$ cat src/rtl/wave_gen_pkg.sv
// Shared constants, FSM state type and LFSR helper for the DDS phase path.
package wave_gen_pkg;

    localparam int unsigned SYS_CLK_HZ = 100_000_000;

    localparam int FREQ_W = 20;
    localparam int KS_W   = 22;
    localparam int PROD_W = FREQ_W + KS_W;
    localparam int CNT_W  = 5;

    // round(2^48 / SYS_CLK_HZ); tuning word = (freq * K_SCALE) >> 16
    localparam logic [PROD_W-1:0] K_SCALE   = PROD_W'(2814750);
    localparam logic [31:0]       PULSE_INC = 32'd128849019;
    localparam logic [31:0]       RST_INC   = 32'd4294967;
    localparam logic [FREQ_W-1:0] RST_FREQ  = FREQ_W'(100000);

    // Fibonacci LFSR, taps 16,14,13,11
    localparam logic [15:0] LFSR_SEED = 16'hACE1;
    localparam logic [15:0] LFSR_TAPS = 16'hB400;

    typedef enum logic [1:0] {
        IDLE,
        MUL,
        DONE
    } state_t;

    function automatic logic [15:0] lfsr_next(input logic [15:0] s);
        return {s[14:0], ^(s & LFSR_TAPS)};
    endfunction

endpackage

$ cat src/rtl/freq_tw_mult.sv
// Sequential shift-add multiplier: freq * K_SCALE, one multiplier bit per cycle, LSB first.
module freq_tw_mult
    import wave_gen_pkg::*;
(
    input  logic              clk,
    input  logic              rst_n,
    input  logic              start,
    input  logic              abort,
    input  logic [FREQ_W-1:0] freq,
    output logic              done,
    output logic [31:0]       tw
);

    logic [FREQ_W-1:0] mplier;
    logic [CNT_W-1:0]  cnt;
    logic [PROD_W-1:0] product;
    logic              running;

    // NOTE: all state here is written with <= so every register samples pre-edge values.
    always_ff @(posedge clk or negedge rst_n) begin
        if (!rst_n) begin
            mplier  <= '0;
            cnt     <= '0;
            product <= '0;
            running <= 1'b0;
            done    <= 1'b0;
        end else begin
            done <= 1'b0;
            if (abort) begin
                running <= 1'b0;
            end else if (start) begin
                mplier  <= freq;
                cnt     <= '0;
                product <= '0;
                running <= 1'b1;
            end else if (running) begin
                if (mplier[0])
                    product <= product + (K_SCALE << cnt);
                mplier <= mplier >> 1;
                cnt    <= cnt + 1'b1;
                if (cnt == CNT_W'(FREQ_W - 1)) begin
                    running <= 1'b0;
                    done    <= 1'b1;
                end
            end
        end
    end

    // Floor of the >>16, zero-extended to the 32-bit tuning word.
    assign tw = 32'(product[PROD_W-1:16]);

endmodule

$ cat src/rtl/dds_phase_accum.sv
// Frequency-to-tuning-word conversion, pulse-mode bypass and 32-bit phase accumulator.
// Optional phase dither is enabled by defining PHASE_DITHER_EN.
module dds_phase_accum
    import wave_gen_pkg::*;
(
    input  logic              clk,
    input  logic              rst_n,
    input  logic [FREQ_W-1:0] freq_in,
    input  logic              pulse_mode,
    input  logic              acc_en,
    input  logic              phase_clr,
    output logic [31:0]       phase_inc,
    output logic              inc_update,
    output logic              busy,
    output logic [11:0]       phase_out
);

    state_t            state, state_nx;
    logic [FREQ_W-1:0] freq_lat;
    logic              lat_valid;
    logic              start;
    logic              mul_done;
    logic [31:0]       mul_tw;
    logic [31:0]       phase_acc;
    logic [11:0]       phase_top;

    freq_tw_mult u_mult (
        .clk   (clk),
        .rst_n (rst_n),
        .start (start),
        .abort (pulse_mode),
        .freq  (freq_in),
        .done  (mul_done),
        .tw    (mul_tw)
    );

    always_ff @(posedge clk or negedge rst_n) begin
        if (!rst_n) state <= IDLE;
        else        state <= state_nx;
    end

    // NOTE: defaults first so no path through this block can infer a latch.
    always_comb begin
        state_nx = state;
        start    = 1'b0;
        if (pulse_mode) begin
            state_nx = IDLE;
        end else begin
            case (state)
                IDLE: if (!lat_valid || freq_in != freq_lat) begin
                    state_nx = MUL;
                    start    = 1'b1;
                end
                MUL:     if (mul_done) state_nx = DONE;
                DONE:    state_nx = IDLE;
                default: state_nx = IDLE;
            endcase
        end
    end

    always_comb begin
        busy = (state == MUL);
    end

    // Holding pulse_mode drops lat_valid, which forces a reconversion once it is released.
    always_ff @(posedge clk or negedge rst_n) begin
        if (!rst_n) begin
            freq_lat   <= RST_FREQ;
            lat_valid  <= 1'b1;
            phase_inc  <= RST_INC;
            inc_update <= 1'b0;
        end else begin
            inc_update <= 1'b0;
            if (pulse_mode) begin
                lat_valid  <= 1'b0;
                phase_inc  <= PULSE_INC;
                inc_update <= (phase_inc != PULSE_INC);
            end else begin
                if (start) begin
                    freq_lat  <= freq_in;
                    lat_valid <= 1'b1;
                end
                if (state == DONE) begin
                    phase_inc  <= mul_tw;
                    inc_update <= 1'b1;
                end
            end
        end
    end

    always_ff @(posedge clk or negedge rst_n) begin
        if (!rst_n)         phase_acc <= '0;
        else if (phase_clr) phase_acc <= '0;
        else if (acc_en)    phase_acc <= phase_acc + phase_inc;
    end

`ifdef PHASE_DITHER_EN
    logic [15:0] lfsr;
    logic [31:0] dith_sum;

    always_ff @(posedge clk or negedge rst_n) begin
        if (!rst_n)         lfsr <= LFSR_SEED;
        else if (phase_clr) lfsr <= LFSR_SEED;
        else if (acc_en)    lfsr <= lfsr_next(lfsr);
    end

    assign dith_sum  = phase_acc + {12'b0, lfsr, 4'b0};
    assign phase_top = dith_sum[31:20];
`else
    assign phase_top = phase_acc[31:20];
`endif

    always_ff @(posedge clk or negedge rst_n) begin
        if (!rst_n) phase_out <= '0;
        else        phase_out <= phase_top;
    end

endmodule
$ cat config.mk
export PLATFORM = sky130hd
export DESIGN_NAME = dds_phase_accum
export DESIGN_NICKNAME = d
export VERILOG_FILES = /design/src/rtl/wave_gen_pkg.sv /design/src/rtl/freq_tw_mult.sv /design/src/rtl/dds_phase_accum.sv
export SDC_FILE = /design/constraint.sdc
export NUM_CORES = 1
export LEC_CHECK = 0
export ABC_AREA = 1
export CORE_MARGIN = 3
export CORE_UTILIZATION = 55
export CTS_CLUSTER_DIAMETER = 100
export DETAILED_ROUTE_END_ITERATION = 8
export GPL_ROUTABILITY_DRIVEN = 0
export PLACE_DENSITY_LB_ADDON = 0.08
export SKIP_LAST_GASP = 1
export SLEW_MARGIN = 20
export SYNTH_ARGS = -nofsm -noshare
export SYNTH_HDL_FRONTEND = slang
export SYNTH_SLANG_ARGS = --single-unit
$ cat constraint.sdc
create_clock -name clk -period 2.5 [get_ports clk]
set_input_delay 0.5 -clock clk [delete_from_list [all_inputs] [get_ports clk]]
set_output_delay 0.5 -clock clk [all_outputs]
set_load 0.05 [all_outputs]
; ---- After elaboration in Yosys (flattened, before gate mapping)
; Index checks and enable logic that the tools add are counted.
; W data, S select, Z words.
[op_classes]
muxes = 30
n_reduce_logical = 12
shift = 1
add_sub_neg = 3
n_eq_ne = 7
bitwise_logic = 1
[ops]
columns = op, count
row1 = $mux W32, 4
row2 = $mux W42, 3
row3 = $add A42 B42 Y42, 1
row4 = $shl A22 B5 Y42 const A, 1
row5 = $mux W20, 2
row6 = $add A32 B32 Y32, 1
row7 = $ne A32 B27 Y1 const B, 1
row8 = $ne A20 B20 Y1, 1
row9 = $mux W1, 15
row10 = $mux W5, 2
row11 = $reduce_bool A2 Y1, 5
row12 = $mux W2, 3
row13 = $reduce_and A2 Y1, 3
row14 = $add A5 B1 Y5 const B, 1
row15 = $eq A5 B5 Y1 const B, 1
row16 = $pmux W2 S2, 1
row17 = $ne A3 B2 Y1 const B, 1
row18 = $ne A3 B3 Y1 const B, 1
row19 = $reduce_and A3 Y1, 1
row20 = $eq A2 B1 Y1 const B, 1
row21 = $eq A2 B2 Y1 const B, 1
row22 = $logic_not A2 Y1, 1
row23 = $logic_not A1 Y1, 1
row24 = $logic_or A1 B1 Y1, 1
row25 = $not A1 Y1, 1
[word_totals]
out_inout_bits = 46
ff_bits = 169

; ---- Longest topological paths before layout
; Gate-level depths: netlist (run 1).
[logic_depth]
ltp_word = 7
ltp_mapped = 21
mapped_depth_nobuf = 21

; ---- Modules after synthesis
; From an unflattened synthesis (run 1), not the netlist that was laid out.
[unflattened]
cells_unflattened = 2064
hier_area_um2 = 13329.0
[by_module_without_submodules]
columns = module, instances, area_per_inst_um2, seq_area_each_um2, cells_each
row1 = freq_tw_mult, 1, 6917.9, 1701.6, 1143
row2 = dds_phase_accum, 1, 6411.1, 2523.7, 921

; ---- Worst setup path after synthesis (run 1)
; Ideal clock, no wire load.
[synth_path]
path_kind = reg2reg
from = register u_mult.cnt[0]
to = register u_mult.product[33]
synth_period_minus_slack_ps = 2738
t_arrival_ps = 2620
stages_incl_launch_ff = 20
slack_ps = -238
required_ps = 2383
n_path_buf = 0
path_cell_list = dfrtp_1 -> inv_1 -> ha_1 -> inv_1 -> a21oi_1 -> nor2_1 -> a31oi_1 -> o21ai_0 -> ha_1 -> nand2_1 -> nor2_1 -> nand2_1 -> nor2_1 -> nand2_1 -> nand3_1 -> nand2_1 -> nand2_1 -> nand2_1 -> nand3_1 -> nand2_1
[synth_via]
elab_chain_cells = 5
[synth_rtl]
columns = element, line_no
row1 = "start, declared", freq_tw_mult.sv:15  ; logic [CNT_W-1:0] cnt;
row2 = "start signal, assigned", freq_tw_mult.sv:40  ; cnt <= cnt + 1'b1;
row3 = $shl A22 B5 Y42, freq_tw_mult.sv:38  ; product <= product + (K_SCALE << cnt);
row4 = $add A42 B42 Y42, freq_tw_mult.sv:38
row5 = $mux W42, freq_tw_mult.sv:37  ; if (mplier[0])
row6 = $mux W42, freq_tw_mult.sv:36  ; end else if (running) begin
row7 = $mux W42, freq_tw_mult.sv:31  ; end else if (start) begin
row8 = "end signal, assigned", freq_tw_mult.sv:38
row9 = "end, declared", freq_tw_mult.sv:16  ; logic [PROD_W-1:0] product;
; No other way between the ends. The select of a mux whose other input is x is not followed.
; A chain may end at the register's enable or synchronous reset.

; ---- Final worst setup path (run 1)
[layout_path]
from = register u_mult.cnt[0]
to = register u_mult.product[37]
; Same word-level chain as after synthesis.

==> impl_metrics.env, run 1 <==
export IMPL_p_total_mw=21.00
export IMPL_vias=15000
export IMPL_syn_inst=1908
export IMPL_area_growth_syn_to_layout_pct=45.08
export IMPL_hpwl_um=28980
export IMPL_crit_type="reg2reg"
export IMPL_wl_per_cell_um=20.14
export IMPL_setup_ws_ns=-0.7379
export IMPL_ys_types=47
export IMPL_comb_power_share_pct=67.3
export IMPL_swShare_pct=49.35
export IMPL_numCtsBuffers=17
export IMPL_antenna_found_initial=1
export IMPL_path_buf_inv=5
export IMPL_crit_chain="inv_4, buf_4, ha_2, a21oi_2, nand2_1, o21ai_2, o21ai_2, ha_4, buf_6, nand2_4, inv_2, buf_4, a21oi_1, o21ai_2, a21oi_2, nand3_1, nand3_1, nand2_1"
export IMPL_drt_iter0_drc=1482
export IMPL_fin_skew_ns=0.01504
export IMPL_layout_commonest_cell="nand2_1"
export IMPL_die_area_um2=24270
export IMPL_synth_ff_type="dfrtp_1"
export IMPL_arrival_ns=3.58
export IMPL_worstPathMaxFanout=6
export IMPL_peakVddDrop_mv=1.132
export IMPL_cts_clk_slew_worst_paths_ns=0.08
export IMPL_p_leak_nw=9.238
export IMPL_start_kind="register"
export IMPL_route_detailed_drc=0
export IMPL_drtPass1Iterations=6
export IMPL_synth_edff_count=0
export IMPL_p_int_mw=10.64
export IMPL_ant_nets=0
export IMPL_outcome="complete, but fails checks"
export IMPL_portBuffers=65
export IMPL_synth_seq_cells=163
export IMPL_max_freq_mhz=308.8
export IMPL_utilization_pct=81.54
export IMPL_chipWidth_um=155.8
export IMPL_maxSlewViolCount=0
export IMPL_crit_top_cell="o21ai_2"
export IMPL_grt_pass1_vias=12960
export IMPL_yosysSeqAreaShare_pct=33.22
export IMPL_power_density_nw_per_um2=1173
export IMPL_fillers=1249
export IMPL_slew_limit_headroom_pct=45.77
export IMPL_power_clock_fraction_pct=13.1
export IMPL_grt_setup_unrepaired="true"
export IMPL_cts_htree_levels=4
export IMPL_setup_tns_ns=-15.97
export IMPL_io_pin_count=71
export IMPL_grt_met3_usage_pct=4.327
export IMPL_clock_latency_ns=0.46
export IMPL_final_setup_viol_count=37
export IMPL_layout_common_cells="nand2_1 (542), inv_1 (235), buf_4 (200), dfrtp_1 (143), nand3_1 (132)"
export IMPL_failed_checks="negative setup slack"
export IMPL_power_switching_mw=10.36
export IMPL_fin_crit_sh_pct=129.5
export IMPL_timing_final_crit_period_ns=3.238
export IMPL_avgSynthCellArea_um2=6.468
export IMPL_cp_end_kind="register"
export IMPL_drive_above_1_share_pct=31.21
export IMPL_slowest_delay_ns=0.50
export IMPL_die_h_um=155.8
export IMPL_cts_tree="yes"
export IMPL_hold_path_class="in2async"
export IMPL_pre_cts_ws_ns=-0.6070
export IMPL_start_util_pct=56.21
export IMPL_worst_pin_slew_ns=0.8080
export IMPL_yosysWarnings=0
export IMPL_nets=2292
export IMPL_hold_violations=0
export IMPL_grt_overflow_total=0
export IMPL_slowest_stage="dfrtp_2"
export IMPL_seqPwrFrac_pct=19.6
export IMPL_clock_sinks=163
export IMPL_rows=54
export IMPL_synth_async_reset_ratio_pct=100.0
export IMPL_track_usage_pct=31.81
export IMPL_drv_cap=0
export IMPL_via_per_inst=6.043
export IMPL_grt_max_degree=60
export IMPL_routed_wl_um=49980
export IMPL_cts_root_buf="clkbuf_16"
export IMPL_crit_required_ns=2.84
export IMPL_netlist_area_um2=12340
export IMPL_hold_buffers=0
export IMPL_grtUsageMet2_pct=55.20
export IMPL_busiest_layer="met2"
export IMPL_whs_ns=0.02703
export IMPL_cpLargestDelayFamily="compound AO/OA/AOI/OAI gates"
export IMPL_cts_path_max_buffers=2
export IMPL_use_met1_pct=38.90
export IMPL_core_um2=21960
export IMPL_grt_pass1_wl_um=62440
[state kept, by name (all words and copies together), names as in the netlist, 2 cells and up]
register / cells
u_mult.cnt: 5
phase_acc: 32
freq_lat: 20
state: 2
u_mult.product: 41
u_mult.mplier: 20
phase_out: 12
phase_inc: 27
[through the flow]
stage | instance area [um^2] | std cells
2_1_floorplan | 12450 | 1912
3_3_place_gp | 14770 | 2403
3_5_place_dp | 14770 | 2403
4_1_cts | 16130 | 2456
5_1_grt | 17900 | 2481
6_report | 17910 | 2482
[power by group through the flow]
stage	Combinational, mW	Sequential (mW)	Clock (mW)
finish	14.1	4.11	2.76
global route	14.9	4.18	2.85
CTS	10.5	4.03	2.74
detailed placement	9.30	4.05	0
global placement	9.17	4.02	0
floorplan	5.52	4.32	0
[layer usage]
metal,routed length [um],vias to the layer above
met5,0,-
met2,23230,1048
li1,-,6620
met4,4585,0
met3,4405,386
met1,17760,6944
[kinds of logic (layout without fill, tap and decap cells)]
kind of cell	Yosys count	count (layout)	synth area share, %
simple gates	1077	1077	35.39
buf+inv	320	609	10.52
compound gates	239	239	10.63
flops	163	163	33.22
fa+ha+maj	79	79	8.131
xor+xnor	28	28	1.987
other cells	1	6	0.03038
mux	1	1	0.08111
[synthesized netlist by cell type (2+ instances only)]
| master | instances | area share, % |
|---|---|---|
| a21boi_0 | 2 | 0.12 |
| a21o_1 | 2 | 0.12 |
| a21oi_1 | 91 | 3.7 |
| a22o_1 | 6 | 0.43 |
| a22oi_1 | 3 | 0.18 |
| buf_1 | 4 | 0.12 |
| buf_2 | 7 | 0.28 |
| buf_4 | 11 | 0.67 |
| buf_6 | 6 | 0.55 |
| clkbuf_1 | 16 | 0.49 |
| clkbuf_2 | 2 | 0.081 |
| dfrtp_1 | 146 | 30 |
| dfstp_2 | 17 | 3.6 |
| fa_1 | 2 | 0.32 |
| ha_1 | 77 | 7.8 |
| inv_1 | 269 | 8.2 |
| inv_2 | 4 | 0.12 |
| nand2_1 | 685 | 21 |
| nand3_1 | 147 | 6.0 |
| nand3b_1 | 10 | 0.61 |
| nand4_1 | 14 | 0.71 |
| nor2_1 | 185 | 5.6 |
| nor3_1 | 21 | 0.85 |
| nor4_1 | 7 | 0.35 |
| o211ai_1 | 3 | 0.18 |
| o21a_1 | 2 | 0.12 |
| o21ai_0 | 93 | 3.8 |
| o21ai_1 | 13 | 0.53 |
| o21bai_1 | 6 | 0.36 |
| o22a_1 | 2 | 0.14 |
| o22ai_1 | 9 | 0.46 |
| o31ai_1 | 2 | 0.12 |
| o32ai_1 | 2 | 0.14 |
| or2_2 | 3 | 0.15 |
| xnor2_1 | 11 | 0.78 |
| xor2_1 | 17 | 1.2 |
[worst reg2reg max path, cell delays in order (launching register included)]
cell and delay, ns:
dfrtp_2 0.50, inv_4 0.14, buf_4 0.13, ha_2 0.20, a21oi_2 0.08, nand2_1 0.21, o21ai_2 0.13, o21ai_2 0.27
ha_4 0.26, buf_6 0.12, nand2_4 0.10, inv_2 0.05, buf_4 0.13, a21oi_1 0.23, o21ai_2 0.11, a21oi_2 0.19
nand3_1 0.12, nand3_1 0.09, nand2_1 0.05
[repair_timing]
action	in CTS	in global routing
endpoints found under the setup margin	37	37
pin swaps	34	179
cloned	1	1
buffers inserted	20	33
gates resized for setup	158	397
[worst paths after layout]
check,from,end,slack (ns),depth (start not counted)
worst max-delay path,u_mult.cnt[0],u_mult.product[37],-0.74,18
worst min-delay path,rst_n,phase_acc[7],0.03,1
worst max register to register,u_mult.cnt[0],u_mult.product[37],-0.74,18
worst min register to register,phase_acc[31],phase_out[11],0.40,0
max in group asynchronous,rst_n,freq_lat[10],1.80,2
min in group clk,phase_acc[31],phase_out[11],0.40,0
[layout make-up]
class	count	area [um^2]	area share, %
Clock inverter	14	167.7	0.9363
Multi-Input combinational cell	1429	9092	50.78
Sequential cell	163	4104	22.92
Tap cell	280	350.3	1.957
Antenna cell	1	2.502	0.01398
Clock buffer	18	429.2	2.397
Inverter	274	1044	5.828
Timing Repair Buffer	303	2716	15.17
Power figures use the tool's default switching activity.
==> inputs of run 2 (changes only) <==
- CTS_CLUSTER_DIAMETER: 100 -> 60
- PLACE_DENSITY_LB_ADDON: 0.08 -> 0.12
==> run 2 against run 1 <==
Effect of this change:
- the run still ends with negative setup slack left
- design area is 2.0% lower
- clock skew is 0.00056 ns higher
- clock-buffer cell count did not move
- die area stayed put
- core utilization shrank 1.6 points
- via count hardly changed
- register-to-register slack is essentially flat
- total power decreased by 1.3%
- largest cell class unchanged
==> impl_metrics.env, run 2 (same netlist as run 1, synthesis figures left out) <==
export IMPL_outcome="complete, but fails checks"
export IMPL_failed_checks="negative setup slack"
export IMPL_setup_tns_ns=-16.91
export IMPL_swShare_pct=49.27
export IMPL_cts_path_max_buffers=2
export IMPL_wl_per_cell_um=20.16
export IMPL_area_growth_syn_to_layout_pct=42.21
export IMPL_crit_top_cell="nand2_1"
export IMPL_fillers=1347
export IMPL_drtPass1Iterations=7
export IMPL_hold_path_class="in2async"
export IMPL_die_h_um=155.8
export IMPL_grt_pass1_wl_um=64980
export IMPL_setup_ws_ns=-0.7387
export IMPL_track_usage_pct=33.35
export IMPL_rows=54
export IMPL_clock_latency_ns=0.46
export IMPL_hold_violations=0
export IMPL_worstPathMaxFanout=5
export IMPL_arrival_ns=3.58
export IMPL_cp_end_kind="register"
export IMPL_worst_pin_slew_ns=0.5715
export IMPL_drt_iter0_drc=1858
export IMPL_layout_common_cells="nand2_1 (563), inv_1 (241), buf_4 (206), dfrtp_1 (143), nand3_1 (123)"
export IMPL_slowest_delay_ns=0.48
export IMPL_regToRegSetupSlack_ns=-0.74
export IMPL_peakVddDrop_mv=0.9763
export IMPL_slew_limit_headroom_pct=61.85
export IMPL_regMostFlops="u_mult.product"
export IMPL_slowest_stage="dfrtp_2"
export IMPL_power_clock_fraction_pct=13.4
export IMPL_timing_final_crit_period_ns=3.239
export IMPL_cts_root_buf="clkbuf_16"
export IMPL_power_switching_mw=10.22
export IMPL_start_kind="register"
export IMPL_grt_overflow_total=0
export IMPL_fin_crit_sh_pct=129.5
export IMPL_routed_wl_um=49870
export IMPL_drive_above_1_share_pct=29.91
export IMPL_start_util_pct=56.21
export IMPL_hpwl_um=28970
export IMPL_crit_chain="inv_4, ha_1, inv_1, o21ai_2, nand2_1, nand2_1, o21ai_1, buf_4, ha_4, nand2_1, nand2_1, nand2_1, nand2_2, a21oi_4, nor2_1, nor2_2, nand3b_1, nand3_1, nand2_1"
export IMPL_final_setup_viol_count=35
export IMPL_chipWidth_um=155.8
export IMPL_seqPwrFrac_pct=20.0
export IMPL_clock_sinks=163
export IMPL_cts_clk_slew_worst_paths_ns=0.08
export IMPL_drv_cap=0
export IMPL_largest_reg_flops=41
export IMPL_grt_pass1_vias=13190
export IMPL_grt_setup_unrepaired="true"
export IMPL_cpLargestDelayFamily="simple AND/OR/NAND/NOR gates"
export IMPL_power_density_nw_per_um2=1182
export IMPL_crit_type="reg2reg"
export IMPL_grt_max_degree=52
export IMPL_cts_htree_levels=4
export IMPL_vias=14990
export IMPL_route_detailed_drc=0
export IMPL_via_per_inst=6.060
export IMPL_maxSlewViolCount=0
export IMPL_antenna_found_initial=2
export IMPL_io_pin_count=71
export IMPL_p_leak_nw=9.195
export IMPL_fin_skew_ns=0.01560
export IMPL_crit_required_ns=2.84
export IMPL_portBuffers=65
export IMPL_die_area_um2=24270
export IMPL_path_buf_inv=3
export IMPL_largest_registers="u_mult.product x41, phase_acc x32, phase_inc x27"
export IMPL_comb_power_share_pct=66.6
export IMPL_cts_tree="yes"
export IMPL_numCtsBuffers=17
export IMPL_p_int_mw=10.52
export IMPL_layout_commonest_cell="nand2_1"
export IMPL_max_freq_mhz=308.8
export IMPL_whs_ns=0.01118
export IMPL_core_um2=21960
export IMPL_nets=2284
export IMPL_ant_nets=0
[run 2: path summary, 6_finish.rpt]
kind | from | to | cells after the start
max in group asynchronous | rst_n | freq_lat[15] | 2
max reg2reg | u_mult.cnt[1] | u_mult.product[28] | 19
min in group clk | phase_acc[31] | phase_out[11] | 0
min | rst_n | phase_acc[7] | 1
max | u_mult.cnt[1] | u_mult.product[28] | 19
min reg2reg | phase_acc[31] | phase_out[11] | 0
[run 2: metrics by stage]
step           power [mW]  setup slack [ns]  cells  utilization [%]  cell area, um^2
4_1_cts             17.76           -0.3266   2446            74.25            16300
3_5_place_dp        13.21           -0.7064   2387            66.47            14600
2_1_floorplan       9.839         -0.008795   1912                -            12450
3_3_place_gp        13.02           -0.6595   2387            66.47            14600
6_report            20.74           -0.7387   2474            79.93            17550
5_1_grt             21.73           -0.7581   2473            79.92            17550
[run 2: metal layers]
| layer | up-vias | share of wire (%) | global-route usage [%] |
|---|---|---|---|
| met2 | 1070 | 46 | 57.11 |
| met3 | 428 | 10 | 5.798 |
| met4 | 2 | 9.2 | 17.70 |
| met5 | - | 0.014 | 0 |
| met1 | 6888 | 35 | 40.08 |
| li1 | 6605 | - | - |
[run 2: power by group through the flow]
stage	Sequential (mW)	Clock, mW	Combinational [mW]
floorplan	4.32	0	5.52
global placement	4.01	0	9.01
detailed placement	4.05	0	9.16
CTS	4.05	2.76	11.0
global route	4.21	2.88	14.6
finish	4.15	2.77	13.8
[run 2: cell type report]
| class | instances | area, um^2 | share of cell area, % |
|---|---|---|---|
| antenna | 1 | 2.502 | 0.01426 |
| clock buffer | 18 | 429.2 | 2.445 |
| clock inverter | 14 | 161.4 | 0.9196 |
| inverter | 274 | 1044 | 5.945 |
| multi-input combinational | 1429 | 8879 | 50.58 |
| sequential | 163 | 4104 | 23.38 |
| tap | 280 | 350.3 | 1.996 |
| timing repair buffer | 295 | 2582 | 14.71 |
[run 2: timing repair]
action | 4_1_cts | 5_1_grt
setup buffers | 28 | 28
hold buffers | 0 | 0
endpoints found under the setup margin | 37 | 39
pin swaps | 59 | 105
gates cloned | 1 | 1
resized for setup | 215 | 272
